## src/rtl/hazard_stall_unit_if.sv

```systemverilog
// rtl/hazard_stall_unit_if.sv - ID-side request and forwarding-slot signals of the hazard/stall unit
interface hazard_stall_unit_if #(
    parameter int REG_W = 5
);
    logic             id_valid;
    logic [REG_W-1:0] id_rs;
    logic [REG_W-1:0] id_rt;
    logic             id_use_rs;
    logic             id_use_rt;
    logic [REG_W-1:0] id_writereg;
    logic             id_regwrite;
    logic             id_memtoreg;
    logic             id_multi;
    logic             flush;

    logic             stall;
    logic             bubble_ex;
    logic             ex_busy;
    logic [REG_W-1:0] writeregEX;
    logic [REG_W-1:0] writeregMEM;
    logic [REG_W-1:0] writeregWB;
    logic             RegWriteMEM;
    logic             RegWriteWB;
    logic             MemtoRegMEM;
    logic             MemtoRegWB;

    modport master (
        output id_valid, id_rs, id_rt, id_use_rs, id_use_rt,
        output id_writereg, id_regwrite, id_memtoreg, id_multi, flush,
        input  stall, bubble_ex, ex_busy,
        input  writeregEX, writeregMEM, writeregWB,
        input  RegWriteMEM, RegWriteWB, MemtoRegMEM, MemtoRegWB
    );

    modport slave (
        input  id_valid, id_rs, id_rt, id_use_rs, id_use_rt,
        input  id_writereg, id_regwrite, id_memtoreg, id_multi, flush,
        output stall, bubble_ex, ex_busy,
        output writeregEX, writeregMEM, writeregWB,
        output RegWriteMEM, RegWriteWB, MemtoRegMEM, MemtoRegWB
    );
endinterface

```

## src/rtl/hazard_stall_unit.sv

```systemverilog
// rtl/hazard_stall_unit.sv - EX/MEM/WB destination tracking with load-use and multi-cycle EX stall control
module hazard_stall_unit #(
    parameter int REG_W     = 5,
    parameter int MULTI_LAT = 4
) (
    input  logic                  clk,
    input  logic                  rst,
    hazard_stall_unit_if.slave    hs
);
    localparam int CNT_W = (MULTI_LAT > 2) ? $clog2(MULTI_LAT) : 1;
    localparam logic [CNT_W-1:0] CNT_LOAD = CNT_W'(MULTI_LAT - 1);

    typedef struct packed {
        logic [REG_W-1:0] wr;
        logic             rw;
        logic             mt;
    } slot_t;

    slot_t            r_ex;
    slot_t            r_mem;
    slot_t            r_wb;
    logic [CNT_W-1:0] r_cnt;

    logic  w_busy;
    logic  w_match;
    logic  w_load_use;
    logic  w_flush;
    logic  w_issue;
    slot_t w_id_slot;

    always_comb begin
        w_busy     = (r_cnt != '0);
        w_match    = (hs.id_use_rs && (hs.id_rs == r_ex.wr)) ||
                     (hs.id_use_rt && (hs.id_rt == r_ex.wr));
        w_load_use = hs.id_valid && r_ex.mt && r_ex.rw && w_match;
        // A multi-cycle op in EX can never be a branch, so flush is meaningless while busy.
        w_flush    = hs.flush && !w_busy;
        w_issue    = hs.id_valid && !w_flush && !w_load_use && !w_busy;
        w_id_slot.wr = hs.id_writereg;
        w_id_slot.rw = hs.id_regwrite && (hs.id_writereg != '0);
        w_id_slot.mt = hs.id_memtoreg;
    end

    always_ff @(posedge clk or posedge rst) begin
        if (rst) begin
            r_ex  <= '0;
            r_mem <= '0;
            r_wb  <= '0;
            r_cnt <= '0;
        end else if (w_busy) begin
            r_wb  <= r_mem;
            r_mem <= '0;
            r_cnt <= r_cnt - CNT_W'(1);
        end else begin
            r_wb  <= r_mem;
            r_mem <= r_ex;
            r_ex  <= w_issue ? w_id_slot : '0;
            if (w_issue && hs.id_multi) begin
                r_cnt <= CNT_LOAD;
            end
        end
    end

    // Busy dominates; a killed ID instruction cannot hold the front end.
    assign hs.stall       = !rst && (w_busy || (w_load_use && !w_flush));
    assign hs.bubble_ex   = !rst && !w_busy && hs.id_valid && (w_flush || w_load_use);
    assign hs.ex_busy     = w_busy;
    assign hs.writeregEX  = r_ex.wr;
    assign hs.writeregMEM = r_mem.wr;
    assign hs.writeregWB  = r_wb.wr;
    assign hs.RegWriteMEM = r_mem.rw;
    assign hs.RegWriteWB  = r_wb.rw;
    assign hs.MemtoRegMEM = r_mem.mt;
    assign hs.MemtoRegWB  = r_wb.mt;
endmodule

```

## src/flat_wrapper.sv

```systemverilog
// flat-port wrapper written by rule: the top's interface ports become plain ports
module hazard_stall_unit_flat 
#(
    parameter int REG_W     = 5,
    parameter int MULTI_LAT = 4
)
  (clk, rst, hs_id_valid, hs_id_rs, hs_id_rt, hs_id_use_rs, hs_id_use_rt, hs_id_writereg, hs_id_regwrite, hs_id_memtoreg, hs_id_multi, hs_flush, hs_stall, hs_bubble_ex, hs_ex_busy, hs_writeregEX, hs_writeregMEM, hs_writeregWB, hs_RegWriteMEM, hs_RegWriteWB, hs_MemtoRegMEM, hs_MemtoRegWB);
  hazard_stall_unit_if #(.REG_W(REG_W)) hs_i ();
  input  logic clk;
  input  logic rst;
  input wire logic [$bits(hs_i.id_valid)-1:0] hs_id_valid;
  input wire logic [$bits(hs_i.id_rs)-1:0] hs_id_rs;
  input wire logic [$bits(hs_i.id_rt)-1:0] hs_id_rt;
  input wire logic [$bits(hs_i.id_use_rs)-1:0] hs_id_use_rs;
  input wire logic [$bits(hs_i.id_use_rt)-1:0] hs_id_use_rt;
  input wire logic [$bits(hs_i.id_writereg)-1:0] hs_id_writereg;
  input wire logic [$bits(hs_i.id_regwrite)-1:0] hs_id_regwrite;
  input wire logic [$bits(hs_i.id_memtoreg)-1:0] hs_id_memtoreg;
  input wire logic [$bits(hs_i.id_multi)-1:0] hs_id_multi;
  input wire logic [$bits(hs_i.flush)-1:0] hs_flush;
  output wire logic [$bits(hs_i.stall)-1:0] hs_stall;
  output wire logic [$bits(hs_i.bubble_ex)-1:0] hs_bubble_ex;
  output wire logic [$bits(hs_i.ex_busy)-1:0] hs_ex_busy;
  output wire logic [$bits(hs_i.writeregEX)-1:0] hs_writeregEX;
  output wire logic [$bits(hs_i.writeregMEM)-1:0] hs_writeregMEM;
  output wire logic [$bits(hs_i.writeregWB)-1:0] hs_writeregWB;
  output wire logic [$bits(hs_i.RegWriteMEM)-1:0] hs_RegWriteMEM;
  output wire logic [$bits(hs_i.RegWriteWB)-1:0] hs_RegWriteWB;
  output wire logic [$bits(hs_i.MemtoRegMEM)-1:0] hs_MemtoRegMEM;
  output wire logic [$bits(hs_i.MemtoRegWB)-1:0] hs_MemtoRegWB;
  assign hs_i.id_valid = hs_id_valid;
  assign hs_i.id_rs = hs_id_rs;
  assign hs_i.id_rt = hs_id_rt;
  assign hs_i.id_use_rs = hs_id_use_rs;
  assign hs_i.id_use_rt = hs_id_use_rt;
  assign hs_i.id_writereg = hs_id_writereg;
  assign hs_i.id_regwrite = hs_id_regwrite;
  assign hs_i.id_memtoreg = hs_id_memtoreg;
  assign hs_i.id_multi = hs_id_multi;
  assign hs_i.flush = hs_flush;
  assign hs_stall = hs_i.stall;
  assign hs_bubble_ex = hs_i.bubble_ex;
  assign hs_ex_busy = hs_i.ex_busy;
  assign hs_writeregEX = hs_i.writeregEX;
  assign hs_writeregMEM = hs_i.writeregMEM;
  assign hs_writeregWB = hs_i.writeregWB;
  assign hs_RegWriteMEM = hs_i.RegWriteMEM;
  assign hs_RegWriteWB = hs_i.RegWriteWB;
  assign hs_MemtoRegMEM = hs_i.MemtoRegMEM;
  assign hs_MemtoRegWB = hs_i.MemtoRegWB;
  hazard_stall_unit #(.REG_W(REG_W), .MULTI_LAT(MULTI_LAT)) u_core (.clk(clk), .rst(rst), .hs(hs_i));
endmodule
```

## config.mk

```make
export PLATFORM = sky130hd
export DESIGN_NAME = hazard_stall_unit_flat
export DESIGN_NICKNAME = d
export VERILOG_FILES = /design/src/rtl/hazard_stall_unit_if.sv /design/src/rtl/hazard_stall_unit.sv /design/src/flat_wrapper.sv
export SDC_FILE = /design/constraint.sdc
export NUM_CORES = 1
export LEC_CHECK = 0
export CORE_ASPECT_RATIO = 1.25
export CORE_MARGIN = 5
export CORE_UTILIZATION = 30
export DETAILED_ROUTE_END_ITERATION = 7
export GPL_ROUTABILITY_DRIVEN = 0
export GPL_TIMING_DRIVEN = 0
export HOLD_SLACK_MARGIN = 0.08
export PLACE_DENSITY = 0.75
export SYNTH_ARGS = -nofsm -noshare
export SYNTH_HDL_FRONTEND = slang
export SYNTH_SLANG_ARGS = --single-unit
```

## constraint.sdc

```tcl
create_clock -name clk -period 1.6 [get_ports clk]
set_clock_uncertainty 0.15 [all_clocks]
set_input_delay 0.32 -clock clk [delete_from_list [all_inputs] [get_ports clk]]
set_output_delay 0.32 -clock clk [all_outputs]
set_load 0.05 [all_outputs]
```

Word-level counts from Yosys, hierarchy flattened
Index checks and enable logic that the tools add are counted.
- $add $sub $neg: 1
- equality and inequality tests: 2
- muxes and demuxes: 4
- reductions and logical operators: 26
- operators by type and width (operator ; number):
    logical AND 1 bit ; 16
    two-way mux 7 bit ; 2
    equality test 5 bit ; 2
    nonzero test 5 bit ; 1
    zero test 1 bit ; 4
    two-way mux 2 bit ; 2
    nonzero test 2 bit ; 2
    logical OR 1 bit ; 3
    subtractor 2 x 1 -> 2 bit (second input constant) ; 1
- flip-flop bits (word level): 23
- logic and storage cells: 43

Longest topological paths before layout
- depth in word-level cells: 10
- depth in mapped cells: 6
- gate-level depth less buffers: 5

Least setup slack after synthesis
No wires, ideal clock.
- path kind: register -> output
- start: reg u_core.r_ex, in the netlist u_core.hs.writeregEX[0]
- end: out hs_bubble_ex
- arrival: 2.280 ns
- setup slack: -1.150 ns
- stages on the path, launching flop included: 5
- buffers on the path: 0
- cell sequence: dfrtp_1 -> xor2_1 -> nor4_2 -> nor3_2 -> nor3b_1
- word-level cells in the longest chain between the ends: 6
- elaborated cells between the ends (all ways): 8
- classes of those cells: 2 x eq/ne; 6 x reduce/logical
- RTL lines (element ; line ; text):
    from (decl) ; hazard_stall_unit.sv:19 ; slot_t r_ex;
    from (signal assigned) ; hazard_stall_unit.sv:57 ; r_ex <= w_issue ? w_id_slot : '0;
    equality test 5 bit, on equally long branches ; hazard_stall_unit.sv:33, hazard_stall_unit.sv:34 ;
    logical AND 1 bit, on equally long branches ; hazard_stall_unit.sv:33, hazard_stall_unit.sv:34 ;
    logical OR 1 bit (*) ; hazard_stall_unit.sv:33 ; w_match = (hs.id_use_rs && (hs.id_rs == r_ex.wr)) ||
    logical AND 1 bit (*) ; hazard_stall_unit.sv:35 ; w_load_use = hs.id_valid && r_ex.mt && r_ex.rw && w_match;
    logical OR 1 bit (*) ; hazard_stall_unit.sv:66 ; assign hs.bubble_ex = !rst && !w_busy && hs.id_valid && (w_flush || w_load_use);
    logical AND 1 bit (*) ; hazard_stall_unit.sv:66 ;
    to (decl) ; flat_wrapper.sv:22 ; output wire logic [$bits(hs_i.bubble_ex)-1:0] hs_bubble_ex;
Every way passes the cells marked *; elsewhere a longest branch is shown, timed or not.

Final worst setup path
- start: reg u_core.r_ex, in the netlist u_core.hs.writeregEX[0]
- end: out hs_stall
- word-level cells in the longest chain between the ends: 7
- elaborated cells between the ends (all ways): 9
- classes of those cells: 2 x eq/ne; 7 x reduce/logical
- RTL lines (element ; line ; text):
    equality test 5 bit, on equally long branches ; hazard_stall_unit.sv:33, hazard_stall_unit.sv:34 ;
    logical AND 1 bit, on equally long branches ; hazard_stall_unit.sv:33, hazard_stall_unit.sv:34 ;
    logical OR 1 bit (*) ; hazard_stall_unit.sv:33 ;
    logical AND 1 bit (*) ; hazard_stall_unit.sv:35 ;
    logical AND 1 bit (*) ; hazard_stall_unit.sv:65 ; assign hs.stall = !rst && (w_busy || (w_load_use && !w_flush));
    logical OR 1 bit (*) ; hazard_stall_unit.sv:65 ;
    logical AND 1 bit (*) ; hazard_stall_unit.sv:65 ;
    to (decl) ; flat_wrapper.sv:21 ; output wire logic [$bits(hs_i.stall)-1:0] hs_stall;
Marks and branches as above.

==> results.toml <==
[status]
status = "complete, but fails checks"
violations = "negative setup slack"

[logic_synthesis]
syn_nets = 104
synth_edf_count = 0
synthDistinctLibCells = 27
async_flop_share = 1.00
synth.avg_cell_area_um2 = 12.7
synthFlopType = "dfrtp_1"
synth.cell_area_um2 = 1000
ys_seq_area_frac = 0.574
yosysWarnings = 0
synth-seq-cells = 23
syn_inst = 79

[sta]
holdWs_ns = 0.228
max_slew_margin = 0.430
fin_setup_tns_ns = -4.07
fin_ws_ns = -0.759
max_freq_mhz = 424
slew_violations = 0
setup_violations = 13
grt_setup_unrepaired = "yes"
tightest_slew_ns = 0.854
fin_crit_ns = 2.36
hold_violations = 0
finalCritPeriodShare = 1.47

[clocking]
htree_levels = 1
cts.hold.buffers_added = 0
cts-root-buf = "clkbuf_8"
cts.sinks = 23
cts_buffers = 3
clk-insertion-delay-late_ns = 0.27
clk_path_buf_depth = 2
path_clk_slew_ns = 0.09
cts_tree = "built"

[finish]
design_area_um2 = 1740
final_util = 0.541
ff_latch_area_um2 = 582
drive_gt1_frac = 0.435
fillers = 273
antenna_cells = 0
area_growth_pct = 73.8
fin_nets = 164
fin_cells = 175
multiInputGateArea_um2 = 473

[power_and_ir_drop]
p_leak_nw = 0.800
p_seq_frac = 0.300
intPower_mw = 1.72
total_power_mw = 3.05
clkPwrFrac = 0.121
ir_worst_vdd_mv = 1.06
p_sw_mw = 1.33
p_comb_frac = 0.580
sw_frac_of_total = 0.437
powerDensity_nw_per_um2 = 1750

[critical_path]
cp.required_ns = 1.13
critical_path.startpoint_type = "register"
critPathKind = "register to output pin"
rrSetupSlack_ns = -0.34
worst-path-max-fanout = 4
cp.arrival_ns = 1.89
end_kind = "output pin"

[route]
drc_errors = 0
vias = 839
vias_per_cell = 4.79
drt-initial-drc-count = 25
ant_nets = 0
wl_per_cell_um = 16.2
drtPass1Iterations = 3
finalWirelength_um = 2830

[placed_design]
post_dp_cell_area_um2 = 1550
io_buffer_count = 45
dpl.hpwl_um = 2010
dp.cells = 161
pre_cts_ws_ns = -1.56

[flow_run]
maxCapViolations = 0

[global_route]
overflow = 0
track_usage = 0.128
grt_pass1_wl_um = 4240
grt_max_degree = 24
grt_pass1_vias = 924
antenna_found_initial = 0

[floorplanning]
start_util = 0.311
io_pins = 46
die_h_um = 74.7
design.die.area_um2 = 4610
rows = 23
core_area_um2 = 3220
fp.dieW_um = 61.7

[hold_path]
holdCritPathClass = "register to register"
[registers in the layout (all words and copies together), names as in the netlist]
signal,cells
u_core.hs.writeregEX,5
u_core.hs.MemtoRegWB,1
u_core.hs.MemtoRegMEM,1
u_core.hs.RegWriteMEM,1
u_core.hs.RegWriteWB,1
u_core.r_ex,2
u_core.hs.writeregWB,5
u_core.r_cnt,2
u_core.hs.writeregMEM,5
[worst paths after layout]
| path | startpoint | endpoint | depth (start not counted) |
|---|---|---|---|
| hold reg to reg | u_core.hs.writeregMEM[2] | u_core.hs.writeregWB[2] | 0 |
| setup reg to reg | u_core.hs.writeregEX[0] | u_core.r_cnt[1] | 6 |
| hold / removal | u_core.hs.writeregMEM[2] | u_core.hs.writeregWB[2] | 0 |
| min in group asynchronous | rst | u_core.r_ex[1] | 2 |
| setup / recovery | u_core.hs.writeregEX[0] | hs_stall | 6 |
| max in group asynchronous | rst | u_core.hs.writeregEX[3] | 2 |
[placed cells by master (no fill, tap or decap), types with 2 or more instances in the layout]
master           count
a32o_1               6
and2_1               7
buf_4               12
buf_6                9
clkbuf_2             7
clkbuf_8             3
clkdlybuf4s15_1      4
clkdlybuf4s15_2      3
clkdlybuf4s50_1     14
dfrtp_1             18
dfrtp_2              5
dlygate4sd2_1        8
inv_2                2
nand2_1              2
nand4_1              2
nor4_4               2
o311a_1              2
xnor2_1              6
xor2_2               3
[cell type report]
type                       count  share of cell area
timing repair buffer          56               0.301
tap                           37              0.0265
multi-input combinational     45               0.271
sequential                    23               0.334
clock buffer                   3              0.0237
clock inverter                 1             0.00430
buffer                         6              0.0237
inverter                       4              0.0158
[cells by family (layout without fill, tap and decap cells)]
logic type	after synthesis	count (layout)	synth area share
xor gates and xnor gates	11	11	0.0960
adders and majority gates	1	1	0.0125
and+or+nand+nor	21	21	0.147
buffers and inverters	11	70	0.0598
AOI/OAI and AO/OA	12	12	0.111
DFF	23	23	0.574
[layer usage]
| layer | global-route usage | part of all wire | vias up |
|---|---|---|---|
| met3 | 0.0360 | 0.099 | 12 |
| met5 | 0 | 0 | - |
| li1 | - | - | 394 |
| met1 | 0.132 | 0.35 | 389 |
| met4 | 0.0778 | 0.049 | 0 |
| met2 | 0.224 | 0.50 | 44 |
[worst max-delay path, cell delays in order, from the launching register on]
cell,delay [ns]
dfrtp_2,0.43
buf_6,0.13
xor2_2,0.18
nor4_4,0.41
o21bai_2,0.15
a21oi_4,0.14
buf_6,0.17
[power by group through the flow]
| stage | clock [mW] | sequential (mW) | combinational (mW) |
|---|---|---|---|
| finish | 0.368 | 0.913 | 1.77 |
| global route | 0.402 | 0.936 | 1.88 |
| CTS | 0.367 | 0.897 | 1.69 |
| detailed placement | 0 | 0.920 | 1.48 |
| global placement | 0 | 0.905 | 1.45 |
| floorplan | 0 | 1.08 | 0.854 |
[synth_stat cells (all sizes together), types with 2 or more instances]
library cell	count	area [um2]
xor2	4	35.0
nand4	2	12.5
dfrtp	23	576
xnor2	7	61.3
nand2	2	7.51
a32o	6	60.1
and2	8	51.3
inv	3	11.3
buf	6	41.3
nor4	3	31.3
o311a	2	20.0
[timing repair]
action,in CTS,in global routing
pin swaps,15,11
resized for setup,101,25
hold endpoints to repair,0,0
endpoints found under the setup margin,31,49
setup buffers,10,3
Power figures use the tool's default switching activity.
